**src/rtl/pcpi_vec_mem_arbiter.sv**
```systemverilog
// Shares one native picorv32-style memory port between the CPU and the vector
// coprocessor: one word transaction at a time, fixed priority with a starvation guard.
module pcpi_vec_mem_arbiter #(
  parameter bit          VEC_PRIORITY = 1'b1,
  parameter logic [3:0]  MAX_CONSEC   = 4'd4,
  parameter logic [31:0] ADDR_LIMIT   = 32'd1024
) (
  input  logic        clk,
  input  logic        reset,
  input  logic        cpu_mem_valid,
  input  logic [31:0] cpu_mem_addr,
  input  logic [31:0] cpu_mem_wdata,
  input  logic [3:0]  cpu_mem_wstrb,
  output logic        cpu_mem_ready,
  output logic [31:0] cpu_mem_rdata,
  input  logic        vec_mem_valid,
  input  logic [31:0] vec_mem_addr,
  input  logic [31:0] vec_mem_wdata,
  input  logic [3:0]  vec_mem_wstrb,
  output logic        vec_mem_ready,
  output logic [31:0] vec_mem_rdata,
  output logic        m_valid,
  output logic [31:0] m_addr,
  output logic [31:0] m_wdata,
  output logic [3:0]  m_wstrb,
  input  logic        m_ready,
  input  logic [31:0] m_rdata,
  output logic        oor_err
);

  typedef enum logic [1:0] {IDLE = 2'd0, ISSUE = 2'd1, RESP = 2'd2} state_t;

  state_t      state_r;
  state_t      state_nxt_s;
  logic        owner_vec_r;
  logic [3:0]  consec_cnt_r;

  logic        any_valid_s;
  logic        pref_valid_s;
  logic        other_valid_s;
  logic        pref_wins_s;
  logic        grant_vec_s;
  logic        grant_oor_s;
  logic [31:0] grant_addr_s;
  logic [31:0] grant_wdata_s;
  logic [3:0]  grant_wstrb_s;
  logic [3:0]  consec_nxt_s;

  // Arbitration decision and granted-request mux; only consumed in IDLE
  always_comb begin
    any_valid_s   = cpu_mem_valid | vec_mem_valid;
    pref_valid_s  = VEC_PRIORITY ? vec_mem_valid : cpu_mem_valid;
    other_valid_s = VEC_PRIORITY ? cpu_mem_valid : vec_mem_valid;
    // The waiting master takes over once the preferred one has used up its streak
    if (pref_valid_s && other_valid_s) begin
      pref_wins_s = (consec_cnt_r != MAX_CONSEC);
    end else begin
      pref_wins_s = pref_valid_s;
    end
    grant_vec_s = VEC_PRIORITY ? pref_wins_s : ~pref_wins_s;
    if (grant_vec_s) begin
      grant_addr_s  = vec_mem_addr;
      grant_wdata_s = vec_mem_wdata;
      grant_wstrb_s = vec_mem_wstrb;
    end else begin
      grant_addr_s  = cpu_mem_addr;
      grant_wdata_s = cpu_mem_wdata;
      grant_wstrb_s = cpu_mem_wstrb;
    end
    grant_oor_s = (grant_addr_s >= ADDR_LIMIT);
    if (pref_wins_s && other_valid_s) begin
      consec_nxt_s = (consec_cnt_r >= MAX_CONSEC) ? MAX_CONSEC : consec_cnt_r + 4'd1;
    end else begin
      consec_nxt_s = 4'd0;
    end
  end

  // Next-state logic of the transaction sequencer
  always_comb begin
    state_nxt_s = state_r;
    case (state_r)
      IDLE: begin
        if (any_valid_s) begin
          state_nxt_s = grant_oor_s ? RESP : ISSUE;
        end else begin
          state_nxt_s = IDLE;
        end
      end
      ISSUE: begin
        if (m_ready) begin
          state_nxt_s = RESP;
        end else begin
          state_nxt_s = ISSUE;
        end
      end
      RESP:    state_nxt_s = IDLE;
      default: state_nxt_s = IDLE;
    endcase
  end

  // State, arbitration history and every registered output
  always_ff @(posedge clk) begin
    if (reset) begin
      state_r       <= IDLE;
      owner_vec_r   <= 1'b0;
      consec_cnt_r  <= 4'd0;
      m_valid       <= 1'b0;
      m_addr        <= 32'd0;
      m_wdata       <= 32'd0;
      m_wstrb       <= 4'd0;
      cpu_mem_ready <= 1'b0;
      vec_mem_ready <= 1'b0;
      cpu_mem_rdata <= 32'd0;
      vec_mem_rdata <= 32'd0;
      oor_err       <= 1'b0;
    end else begin
      state_r       <= state_nxt_s;
      cpu_mem_ready <= 1'b0;
      vec_mem_ready <= 1'b0;
      oor_err       <= 1'b0;
      case (state_r)
        IDLE: begin
          if (any_valid_s) begin
            owner_vec_r  <= grant_vec_s;
            consec_cnt_r <= consec_nxt_s;
            // Out-of-range requests complete here and never reach memory
            if (grant_oor_s) begin
              oor_err <= 1'b1;
              if (grant_vec_s) begin
                vec_mem_ready <= 1'b1;
                vec_mem_rdata <= 32'd0;
              end else begin
                cpu_mem_ready <= 1'b1;
                cpu_mem_rdata <= 32'd0;
              end
            end else begin
              m_valid <= 1'b1;
              m_addr  <= grant_addr_s;
              m_wdata <= grant_wdata_s;
              m_wstrb <= grant_wstrb_s;
            end
          end
        end
        ISSUE: begin
          if (m_ready) begin
            m_valid <= 1'b0;
            if (owner_vec_r) begin
              vec_mem_ready <= 1'b1;
              vec_mem_rdata <= m_rdata;
            end else begin
              cpu_mem_ready <= 1'b1;
              cpu_mem_rdata <= m_rdata;
            end
          end
        end
        RESP:    begin end
        default: begin end
      endcase
    end
  end

endmodule

```
**config.mk**
```make
export PLATFORM = sky130hd
export DESIGN_NAME = pcpi_vec_mem_arbiter
export DESIGN_NICKNAME = d
export VERILOG_FILES = /design/src/rtl/pcpi_vec_mem_arbiter.sv
export SDC_FILE = /design/constraint.sdc
export NUM_CORES = 1
export LEC_CHECK = 0
export BUFFER_PORTS_ARGS = -buffer_cell sky130_fd_sc_hd__buf_2
export CORE_AREA = 2 2 120 122
export DETAILED_ROUTE_END_ITERATION = 10
export DIE_AREA = 0 0 122 124
export GPL_ROUTABILITY_DRIVEN = 0
export PLACE_DENSITY_LB_ADDON = 0.05
export SETUP_SLACK_MARGIN = 0.05
export SLEW_MARGIN = 0
export SYNTH_ARGS = -nofsm -noshare
export SYNTH_HDL_FRONTEND = slang
export SYNTH_SLANG_ARGS = --single-unit
```
**constraint.sdc**
```tcl
create_clock -name clk -period 5.45 [get_ports clk]
set_input_delay 0.2725 -clock clk [delete_from_list [all_inputs] [get_ports clk]]
set_output_delay 0.2725 -clock clk [all_outputs]
set_load 0.01 [all_outputs]
```
# [Yosys cells after proc, flatten, opt, wreduce, memory -nomap -nowiden]
# Cells that the tools add are included.
[classes] add_sub_neg=1 magnitude_cmp=2 eq_ne=10 mux=39 bitwise=4 reduce_logical=10
[op_table] cell="$mux 32" count=12
[op_table] cell="$pmux 32 s2" count=2
[op_table] cell="$ge 32x11->1 const B" count=1
[op_table] cell="$ne 2x2->1 const B" count=8
[op_table] cell="$mux 1" count=15
[op_table] cell="$mux 4" count=3
[op_table] cell="$reduce_and 6->1" count=2
[op_table] cell="$mux 2" count=3
[op_table] cell="$pmux 1 s2" count=3
[op_table] cell="$add 4x1->4 const B" count=1
[op_table] cell="$ge 4x3->1 const B" count=1
[op_table] cell="$ne 4x3->1 const B" count=1
[op_table] cell="$pmux 2 s2" count=1
[op_table] cell="$reduce_and 4->1" count=1
[op_table] cell="$not 1->1" count=3
[op_table] cell="$reduce_and 3->1" count=1
[op_table] cell="$reduce_or 3->1" count=1
[op_table] cell="$eq 2x1->1 const B" count=1
[op_table] cell="$logic_and 1x1->1" count=2
[op_table] cell="$logic_not 2->1" count=1
[op_table] cell="$reduce_and 2->1" count=1
[op_table] cell="$reduce_bool 2->1" count=1
[op_table] cell="$or 1x1->1" count=1
[word_totals] register_bits=143 in_bits=173 output_inout_bits=136

# [Logic depth before layout (Yosys ltp)]
[depth] word_depth=7 ltp_mapped=9 ltp_nobuf=7

# [Least setup slack after synthesis]
# Ideal clock, no wire load.
[synth_timing] kind="flip-flop to flip-flop" from="register consec_cnt_r[0]" to="register m_addr[0]" setup_ns=0.134 arrival_time_ns=1.785 t_required_ns=5.316 setup_slack_ns=3.531 path_stages_with_launch=10 n_path_buf=2 synth_period_minus_slack_ns=1.919 path_cell_list="dfxtp_1 > inv_1 > ha_1 > nand4b_1 > and2_1 > o32ai_4 > and2_1 > buf_2 > buf_2 > a211oi_1"
[synth_between] elab_chain_len=6
[synth_rtl] element="from (decl)" line_no="36" text="logic [3:0] consec_cnt_r;"
[synth_rtl] element="from (signal assigned)" line_no="125" text="consec_cnt_r <= consec_nxt_s;"
[synth_rtl] element="$ne 4x3->1 *" line_no="56" text="pref_wins_s = (consec_cnt_r != MAX_CONSEC);"
[synth_rtl] element="$mux 1 *" line_no="55" text="if (pref_valid_s && other_valid_s) begin"
[synth_rtl] element="$mux 32 *" line_no="61" text="if (grant_vec_s) begin"
[synth_rtl] element="$ge 32x11->1" line_no="70" text="grant_oor_s = (grant_addr_s >= ADDR_LIMIT);"
[synth_rtl] element="$not 1->1 (no line)"
[synth_rtl] element="$reduce_and 3->1 (no line)"
[synth_rtl] element="to (signal assigned)" line_no="138" text="m_addr <= grant_addr_s;"
[synth_rtl] element="to (decl)" line_no="23" text="output logic [31:0] m_addr,"
# Every way passes the cells marked *; elsewhere a longest branch is shown, timed or not.
# A chain may end at the register's enable or synchronous reset.

# [Worst setup path after layout]
[layout_timing] from="register consec_cnt_r[0]" to="register vec_mem_rdata[0]"
[layout_between] elab_chain_len=6 word_cells_on_any_way=7 cone_classes="1 x order compare; 3 x eq/ne; 2 x mux; 1 x reduce/logical"
[layout_rtl] element="$ne 4x3->1 *" line_no="56"
[layout_rtl] element="$mux 1 *" line_no="55"
[layout_rtl] element="$mux 32" line_no="61"
[layout_rtl] element="$ge 32x11->1" line_no="70"
[layout_rtl] element="$ne 2x2->1 (no line)"
[layout_rtl] element="$reduce_and 6->1 (no line) *"
[layout_rtl] element="to (signal assigned)" line_no="149" text="vec_mem_rdata <= m_rdata;"
[layout_rtl] element="to (decl)" line_no="21" text="output logic [31:0] vec_mem_rdata,"
# Marked as above.

==> results by group <==
Status
  – Status: finished, final reports clean

Timing
  – Actual slew at the worst max-slew pin: 1190 ps
  – Fin Clk Skew: between 7 and 8 ps
  – Sum of negative setup slack: 0 ps
  – Max Clk Rate: between 0.3 and 0.4 GHz
  – Final WS setup: about 2700 ps
  – Final min period: around 2800 ps
  – Final number of hold-violating endpoints: 0
  – Crit share post-route: a little over 50%
  – RSZ-0062 raised after global routing: no
  – Slew HR: 21.0%
  – Final setup violating endpoints: 0
  – Pins Over Slew Limit: 0

Clock tree
  – CTS Buf Count: 17
  – # hold bufs at CTS: 0
  – H-tree level count: 4
  – CTS tree: built
  – Setup repair bufs after CTS: 0
  – Max Root-Sink Buffers: 2
  – Clk Latency, worst-skew pair: ~420 ps
  – Clock Sinks: about 140
  – Resize count post-CTS: 0
  – Worst-path clk slew: 60 ps
  – Root Driver: clkbuf_16

Critical path
  – CP max stage delay: 680 ps
  – Reg2reg setup slack: approximately 2700 ps
  – Crit path launch type: flip-flop
  – Critical Path Sink Type: flip-flop
  – Most used cell, CP: buf_4
  – Largest fanout on the critical path: 54
  – Crit path max-delay cell type: a211oi_4
  – Worst EP required: 5710 ps
  – Critical path type: reg2reg
  – Critical path cell sequence: inv_1 -> ha_1 -> nand4b_1 -> and2_1 -> o32ai_4 -> buf_4 -> a211oi_4 -> buf_4 -> a211oi_1
  – CP arrival: 3060 ps

Pwr
  – Switching share of power: a little under a quarter
  – Clock power frac: between 40% and 50%
  – Maximum vdd ir drop: about 230 uV
  – Leak Pwr: roughly 3.5 nW
  – Cell area power density: 298 nW/um^2
  – Combinational share of power: ~8%
  – Switching power: approximately 570 uW
  – Pint: 1.86 mW
  – Reg power frac: a little over two fifths

Yosys
  – Cell type with the largest total area after synthesis: dfxtp_1
  – Post-synth EDFFs: 0
  – Mapped Cells: 627
  – Share of Yosys cell area claimed by the top area cell type: 48.3%
  – Synth warnings: 0
  – Post-synth cell types: 32
  – Top cells by area, synth: dfxtp_1 (48%), a211oi_1 (14%), mux2i_1 (7.9%), a31oi_1 (6.8%), nand3_1 (5.4%)
  – Net Count, Synth: 802
  – Asr flop ratio synth: 0%
  – Synth Cell Area: about 5900 um^2
  – Post-synth top flop: dfxtp_1
  – Syn_area_per_cell: between 9 and 10 um^2
  – FF+latch count, synth: between 100 and 150
  – Sequential cell area fraction in the yosys report: 48.3%

Die
  – Starting Density: between 40% and 50%
  – Die ar.: 15100 um^2
  – Die span in y: 124 um
  – Num rows: 43
  – Die Wd: around 120 um
  – Core ar.: 13700 um^2
  – I/O pin cnt: a little over 300

Placed design
  – Number of buffers added on ports: 308
  – Post-place setup slack: approximately 2600 ps
  – Post-DP HPWL: ~13000 um

Worst hold path
  – Min-delay worst type: in2reg

Cells and area
  – # diodes: 0
  – Post-layout nets: 1070
  – Most frequent cells in the layout: buf_2 (307), dfxtp_1 (143), a211oi_1 (110)
  – Util after Layout: 59.3%
  – Area added between synthesis and finish: 37.3%
  – Share of cells above drive strength 1: between 30 and 40%
  – Most common cell after layout, fill and taps aside: buf_2
  – Filler instances: about 1200

Route
  – Final ANT Viol Nets: 0
  – Residual DRC: 0
  – TritonRoute pass-1 iters: 6
  – Routed via count: 6069
  – Routed Wire Length: approximately 18000 um
  – 1st-iter DRT viols: 420
  – DR WL/cell: between 15 and 20 um
  – Vias/cell: between 5 and 6

Global route
  – First-pass GRT wire length: approximately 28000 um
  – Total global routing track utilization: approximately a quarter
  – Initial antenna violation count: 1
  – Vias in the first global route: ~5600
  – Largest net degree at the start of global routing: about 130
  – Gr ovfl total: 0

Flow run
  – Number of max-cap violations: 0
## cells in the mapped netlist, types with 2 or more instances
| master | instances |
|---|---|
| mux2i_1 | 47 |
| buf_2 | 23 |
| a31oi_1 | 64 |
| nor3_1 | 3 |
| ha_1 | 2 |
| nand3_1 | 64 |
| a22oi_1 | 2 |
| nor4_1 | 12 |
| nand2_1 | 3 |
| inv_1 | 4 |
| nand4_1 | 3 |
| dfxtp_1 | 143 |
| clkbuf_1 | 44 |
| a21oi_1 | 50 |
| and2_1 | 25 |
| a211oi_1 | 112 |
| nor2_1 | 11 |
## power groups by stage
| stage | combinational, mW | clock [mW] | sequential (mW) |
|---|---|---|---|
| final | 0.193 | 1.18 | 1.05 |
| after global placement | 0.189 | 0 | 1.07 |
| after floorplan | 0.0931 | 0 | 1.07 |
| after global routing | 0.212 | 1.25 | 1.05 |
| after detailed placement | 0.194 | 0 | 1.07 |
| after CTS | 0.194 | 1.20 | 1.05 |
## registers in the layout, summed over array words and instances (netlist names)
name           cells
m_valid            1
m_wdata           32
m_wstrb            4
m_addr            32
consec_cnt_r       4
vec_mem_ready      1
cpu_mem_ready      1
cpu_mem_rdata     32
owner_vec_r        1
oor_err            1
vec_mem_rdata     32
state_r            2
## critical path: cells and delay by family, from the launching register on
kind	cells	cell delay [ps]
adder cells (fa/ha/maj)	1	200
AND/OR/NAND/NOR	2	440
AO/OA/AOI/OAI	3	910
flip-flops	1	330
buffers and inverters	3	750
## routing by layer
layer / GRT usage [%] / wire [um] / up-vias
met3: 8.10 / 1590 / 33
li1: - / - / 2954
met2: 39.3 / 8850 / 277
met5: 0 / 11 / -
met4: 8.76 / 397 / 2
met1: 27.9 / 7310 / 2803
## cell families after synthesis
kind of cell,count (synthesis),share of synthesized area (%)
AOI/OAI and AO/OA,235,26.7
adders and majority gates,2,0.422
buffers and inverters,73,5.17
DFF,143,48.3
muxes,47,7.93
and+or+nand+nor,127,11.5
## through the flow
| stage | total power [mW] | std cells | hold WS, ps | instance area [um^2] |
|---|---|---|---|---|
| 6_report | 2.43 | 1088 | 81.9 | 8140 |
| 5_1_grt | 2.52 | 1088 | 75.3 | 8140 |
| 4_1_cts | 2.45 | 1088 | 68.2 | 8140 |
| 3_5_place_dp | 1.27 | 1056 | 439 | 7530 |
| 3_3_place_gp | 1.26 | 1056 | 436 | 7530 |
| 2_1_floorplan | 1.17 | 627 | 391 | 5930 |
## final cells by class
cell class	instances	area [um^2]	area share (%)
Timing Repair Buffer	318	1620	19.9
Clock inverter	13	163	2.00
Inverter	4	15.0	0.184
Clock buffer	19	443	5.44
Sequential cell	143	2860	35.2
Multi-Input combinational cell	411	2810	34.6
Tap cell	180	225	2.77
## final timing paths
| path | startpoint | to | depth (start not counted) |
|---|---|---|---|
| setup / recovery | consec_cnt_r[0] | vec_mem_rdata[0] | 9 |
| hold / removal | m_ready | m_valid | 2 |
| setup reg to reg | consec_cnt_r[0] | vec_mem_rdata[0] | 9 |
| hold reg to reg | m_addr[18] | m_addr[18] | 1 |
Power figures use the tool's default switching activity.
